$ cat src/rtl/dc_buffer_pkg.sv
// ---------------------------------------------------------------------------
// dc_buffer_pkg
// Shared constants and helpers for the buffer controller slice:
//   DEFAULT_DEPTH - default number of storage slots
//   MAX_DEPTH     - widest pointer the helpers are sized for
//   occ_width()   - width of an occupancy count for a given depth
//   rotl1()       - rotate a one-hot vector of a given width left by one
// ---------------------------------------------------------------------------
package dc_buffer_pkg;

   localparam int DEFAULT_DEPTH = 8;
   localparam int MAX_DEPTH     = 1024;

   // The count must reach BUFFER_DEPTH-1, and one extra bit keeps the
   // comparisons against the capacity free of wrap concerns.
   function automatic int occ_width(input int depth);
      return $clog2(depth) + 1;
   endfunction

   // Rotate the low `width` bits of v left by one, MSB wrapping to bit 0.
   // Bits at or above `width` are assumed zero and are cleared in the result.
   function automatic logic [MAX_DEPTH-1:0] rotl1(input logic [MAX_DEPTH-1:0] v,
                                                 input int                    width);
      logic [MAX_DEPTH-1:0] mask;
      mask = {MAX_DEPTH{1'b1}} >> (MAX_DEPTH - width);
      return ((v << 1) | (v >> (width - 1))) & mask;
   endfunction

endpackage

$ cat src/rtl/dc_onehot_ptr.sv
// ---------------------------------------------------------------------------
// dc_onehot_ptr
// Rotating one-hot slot pointer with synchronous clear.
// Ports:
//   clk     in   clock, rising edge
//   rstn    in   synchronous active-low reset, returns pointer to slot 0
//   clr     in   synchronous clear to slot 0, wins over advance
//   advance in   rotate the pointer left by one slot
//   ptr     out  one-hot slot select (WIDTH bits)
// ---------------------------------------------------------------------------
module dc_onehot_ptr
   import dc_buffer_pkg::*;
#(
   parameter int WIDTH = DEFAULT_DEPTH
) (
   input  logic             clk,
   input  logic             rstn,
   input  logic             clr,
   input  logic             advance,
   output logic [WIDTH-1:0] ptr
);

   localparam logic [WIDTH-1:0] SLOT0 = WIDTH'(1);

   logic [WIDTH-1:0] ptr_q;
   logic [WIDTH-1:0] ptr_d;

   always_comb begin
      ptr_d = ptr_q;
      if (clr) begin
         ptr_d = SLOT0;
      end else if (advance) begin
         ptr_d = WIDTH'(rotl1(MAX_DEPTH'(ptr_q), WIDTH));
      end
   end

   always_ff @(posedge clk) begin
      if (!rstn) begin
         ptr_q <= SLOT0;
      end else begin
         ptr_q <= ptr_d;
      end
   end

   assign ptr = ptr_q;

endmodule

$ cat src/rtl/dc_buffer_ctrl.sv
// ---------------------------------------------------------------------------
// dc_buffer_ctrl
// Pointer/occupancy controller for an externally held storage array that is
// written every cycle at write_pointer. Because that write is unconditional,
// write_pointer must always address a free slot, so one slot is sacrificed and
// the usable capacity is BUFFER_DEPTH-1.
// Ports:
//   clk           in   clock, rising edge
//   rstn          in   synchronous active-low reset (wins over flush)
//   flush         in   synchronous clear of pointers and occupancy
//   in_valid      in   producer offers a word
//   in_ready      out  word accepted this cycle (registered-state decode)
//   out_valid     out  read port holds the oldest word (registered-state decode)
//   out_ready     in   consumer takes the word
//   write_pointer out  one-hot storage write slot
//   read_pointer  out  one-hot storage read slot
//   occupancy     out  number of stored words
//   almost_full   out  registered occupancy >= AFULL_LEVEL
// ---------------------------------------------------------------------------
module dc_buffer_ctrl
   import dc_buffer_pkg::*;
#(
   parameter int BUFFER_DEPTH = DEFAULT_DEPTH,
   parameter int AFULL_LEVEL  = 6
) (
   input  logic                                clk,
   input  logic                                rstn,
   input  logic                                flush,
   input  logic                                in_valid,
   output logic                                in_ready,
   output logic                                out_valid,
   input  logic                                out_ready,
   output logic [BUFFER_DEPTH-1:0]             write_pointer,
   output logic [BUFFER_DEPTH-1:0]             read_pointer,
   output logic [occ_width(BUFFER_DEPTH)-1:0]  occupancy,
   output logic                                almost_full
);

   localparam int              OCC_W = occ_width(BUFFER_DEPTH);
   localparam logic [OCC_W-1:0] CAP  = OCC_W'(BUFFER_DEPTH - 1);
   localparam logic [OCC_W-1:0] AFL  = OCC_W'(AFULL_LEVEL);

   logic [OCC_W-1:0] occ_q;
   logic [OCC_W-1:0] occ_d;
   logic             afull_q;
   logic             afull_d;
   logic             push;
   logic             pop;

   // Handshake flags come only from the occupancy register, so neither
   // in_ready nor out_valid has a path from any input.
   assign in_ready  = (occ_q < CAP);
   assign out_valid = (occ_q != '0);

   assign push = in_valid  & in_ready;
   assign pop  = out_valid & out_ready;

   always_comb begin
      occ_d = occ_q;
      if (flush) begin
         occ_d = '0;
      end else begin
         unique case ({push, pop})
            2'b10:   occ_d = occ_q + OCC_W'(1);
            2'b01:   occ_d = occ_q - OCC_W'(1);
            default: occ_d = occ_q;
         endcase
      end
      // Compare the next count so the flag changes on the same edge as occupancy.
      afull_d = (occ_d >= AFL);
   end

   always_ff @(posedge clk) begin
      if (!rstn) begin
         occ_q   <= '0;
         afull_q <= 1'b0;
      end else begin
         occ_q   <= occ_d;
         afull_q <= afull_d;
      end
   end

   dc_onehot_ptr #(.WIDTH(BUFFER_DEPTH)) u_wr_ptr (
      .clk     (clk),
      .rstn    (rstn),
      .clr     (flush),
      .advance (push),
      .ptr     (write_pointer)
   );

   dc_onehot_ptr #(.WIDTH(BUFFER_DEPTH)) u_rd_ptr (
      .clk     (clk),
      .rstn    (rstn),
      .clr     (flush),
      .advance (pop),
      .ptr     (read_pointer)
   );

   assign occupancy   = occ_q;
   assign almost_full = afull_q;

endmodule

$ cat config.mk
export PLATFORM = sky130hd
export DESIGN_NAME = dc_buffer_ctrl
export DESIGN_NICKNAME = d
export VERILOG_FILES = /design/src/rtl/dc_buffer_pkg.sv /design/src/rtl/dc_onehot_ptr.sv /design/src/rtl/dc_buffer_ctrl.sv
export SDC_FILE = /design/constraint.sdc
export NUM_CORES = 1
export LEC_CHECK = 0
export CORE_MARGIN = 2
export CORE_UTILIZATION = 51
export CTS_BUF_LIST = sky130_fd_sc_hd__clkbuf_4 sky130_fd_sc_hd__clkbuf_8
export DETAILED_ROUTE_END_ITERATION = 12
export GPL_ROUTABILITY_DRIVEN = 0
export PLACE_DENSITY = 0.92
export SLEW_MARGIN = 30
export SYNTH_ARGS = -nofsm -noshare
export SYNTH_HDL_FRONTEND = slang
export SYNTH_SLANG_ARGS = --single-unit
$ cat constraint.sdc
create_clock -name clk -period 5.5 [get_ports clk]
set_clock_uncertainty 0.1 [all_clocks]
set_input_delay 0.825 -clock clk [delete_from_list [all_inputs] [get_ports clk]]
set_output_delay 0.825 -clock clk [all_outputs]
set_load 0.02 [all_outputs]
==> impl_metrics.tcl <==
set metrics [dict create \
    outcome "complete, no violations" \
    cp_top_family "compound AO/OA/AOI/OAI gates" \
    period_needed_ns 2.99 \
    yosysUniqueCellTypes 25 \
    worst-path-buf-inv 1 \
    tightestPinTransition_ns 0.772 \
    max_freq_mhz 334 \
    io_pins 28 \
    die_x_um 46.1 \
    rsz0062_at_grt "false" \
    initial_core_util_pct 53.4 \
    report.final.slew_viol_count 0 \
    drv_cap 0 \
    setup_slack_ns 2.51 \
    syn_avg_cell_area_um2 8.93 \
    final.fill_count 132 \
    grt_max_degree 18 \
    finalSetupViolCount 0 \
    ctsHtreeMaxLevel 1 \
    regArea_um2 420 \
    worstSetupPathType "input port to register" \
    diodes 0 \
    p_leak_nw 0.439 \
    ctsHoldBuffers 0 \
    dieArea_um2 2120 \
    wl_per_cell_um 13.0 \
    grt_pass1_wl_um 3000 \
    layout-drive-gt1-share_pct 12.4 \
    rows 15 \
    coreArea_um2 1690 \
    antenna_found_initial 0 \
    period_share_pct 54.4 \
    hpwl_um 1390 \
    synth_nets 110 \
    place_ws_ns 2.22 \
    power_mw 0.283 \
    ant_nets 0 \
    crit_chain "clkdlybuf4s50_1 > nand2_2 > ha_1 > ha_1 > a21oi_1 > a211o_1 > a211o_1 > nand3_1" \
    routed_wl_um 1900 \
    powerDensity_nw_per_um2 235 \
    fp.dieH_um 46.1 \
    cts_tree "yes" \
    worst_hold_path_type "register to register" \
    syn-instance-count 101 \
    cts_resized 0 \
    hold_violations 0 \
    crit_slowest_cell "clkdlybuf4s50_1" \
    vias 815 \
    drtIter0Drc 14 \
    cts_setup_buffers 0 \
    endpoint_kind "register" \
    worst_setup_path_start_kind "input port" \
    clock_latency_ns 0.30 \
    post_dp_cell_area_um2 1180 \
    multiInputGateArea_um2 459 \
    yosysTopAreaCellShare_pct 46.6 \
    io_buffers 27 \
    via_per_inst 5.58 \
    fin_tns_setup_ns 0 \
    slew_headroom_pct 48.5 \
    fin_area_um2 1210 \
    synth_warnings 0 \
    netlist_area_um2 902 \
    drc_errors 0 \
    cts_sinks 21 \
    peakVddDrop_uv 156 \
    clk_pin_slew_ns 0.11 \
    drt-pass1-iter-count 5 \
    synth.area.top_cells "dfxtp_1 (47%), nand2_1 (10%), a21oi_2 (6.8%), nand3_1 (6.7%), a21oi_1 (4.4%)" \
    yosysTopAreaCell "dfxtp_1" \
    cts_buffers 3 \
    cp_max_fo 9 \
    critPathMaxStageDelay_ns 0.66 \
    cts_root_buf "clkbuf_4" \
    synth-seq-cells 21 \
    nets 139 \
    grt_pass1_vias 683 \
    grt_overflow 0 \
    areaGrowthSynthToFinish_pct 34.0 \
    required_ns 5.65 \
    grtUsageTotal_pct 19.8 \
    seq_area_frac_synth_pct 46.6 \
    clk_path_buf_depth 2 \
    arrival_ns 3.14 \
]
-- synthesized netlist by cell type, drive strengths merged --
master,n
dfxtp,21
mux2i,1
o21ai,1
xor2,2
nor2,4
nand3,12
a31oi,1
nor2b,1
or3,1
ha,3
or4,1
a21oi,15
buf,2
fa,1
nand2b,1
inv,2
nand2,27
a211o,2
clkbuf,1
nand4,2
-- area by class of cell --
cell class                      instances  share of cell area [%]
Clock buffer                            3                    1.86
Clock inverter                          1                   0.414
Inverter                                2                   0.828
Multi-Input combinational cell         75                    38.0
Sequential cell                        21                    34.8
Tap cell                               17                    1.76
Timing Repair Buffer                   27                    22.4
-- registers in the layout (all words and copies together), names as in the netlist --
name,count
u_wr_ptr.ptr,8
occupancy,4
u_rd_ptr.ptr,8
almost_full,1
-- cell families (layout without fill, tap and decap cells) --
group           count (synthesis)  after routing  share of synthesized area, %
compound gates                 19             19                          15.1
xor+xnor                        2              2                          1.94
fa+ha+maj                       4              4                          6.38
buf+inv                         5             33                          2.50
flops                          21             21                          46.6
mux                             1              1                          1.11
simple gates                   49             49                          26.4
-- power by group --
part           total, mW  leakage (nW)  internal [mW]  switching (mW)
sequential         0.160         0.170          0.155         0.00431
clock             0.0728        0.0177         0.0271          0.0457
combinational     0.0509         0.251         0.0215          0.0295
total              0.283         0.439          0.204          0.0794
-- cell usage in the layout, fill, tap and decap left out --
master,count
o21ai_0,1
a31oi_2,1
xor2_1,2
a21oi_1,8
dfxtp_1,21
ha_1,3
nor2b_1,1
a211o_1,2
clkinv_2,1
clkbuf_4,3
inv_4,1
clkdlybuf4s50_1,27
nand2_2,1
mux2i_1,1
fa_1,1
nand4_1,2
nand3_1,12
nor2_1,4
a21oi_2,7
nand2b_1,1
or4_4,1
nand2_8,1
nand2_1,25
or3_1,1
inv_1,1
-- worst register-to-register path: stages, from the launching register on --
cell	delay, ns
dfxtp_1	0.41
a31oi_2	0.47
nand2_2	0.22
ha_1	0.32
ha_1	0.36
a21oi_1	0.10
a211o_1	0.32
a211o_1	0.28
nand3_1	0.09
-- final timing paths --
path	startpoint	to	slack [ns]	cells past startpoint
setup / recovery	in_valid	almost_full	2.51	8
hold / removal	u_wr_ptr.ptr[4]	u_wr_ptr.ptr[4]	0.38	2
setup reg to reg	occupancy[0]	almost_full	2.78	8
hold reg to reg	u_wr_ptr.ptr[4]	u_wr_ptr.ptr[4]	0.38	2
-- through the flow --
stage / hold slack (ns) / utilization [%] / cells
6_report: 0.379 / 71.6 / 146
5_1_grt: 0.398 / 71.6 / 146
2_1_floorplan: 0.447 / - / 101
4_1_cts: 0.382 / 71.6 / 146
3_3_place_gp: 0.363 / 69.9 / 142
3_5_place_dp: 0.365 / 69.9 / 142
-- metal layers --
metal / vias to the layer above / track usage (%) / wire [µm] / part of all wire (%)
met5: - / 0 / 0 / 0
met4: 0 / 8.57 / 26 / 1.4
met3: 6 / 5.10 / 92 / 4.8
met2: 30 / 33.1 / 912 / 48
met1: 373 / 23.7 / 865 / 46
li1: 406 / - / - / -
Power figures use the tool's default switching activity.
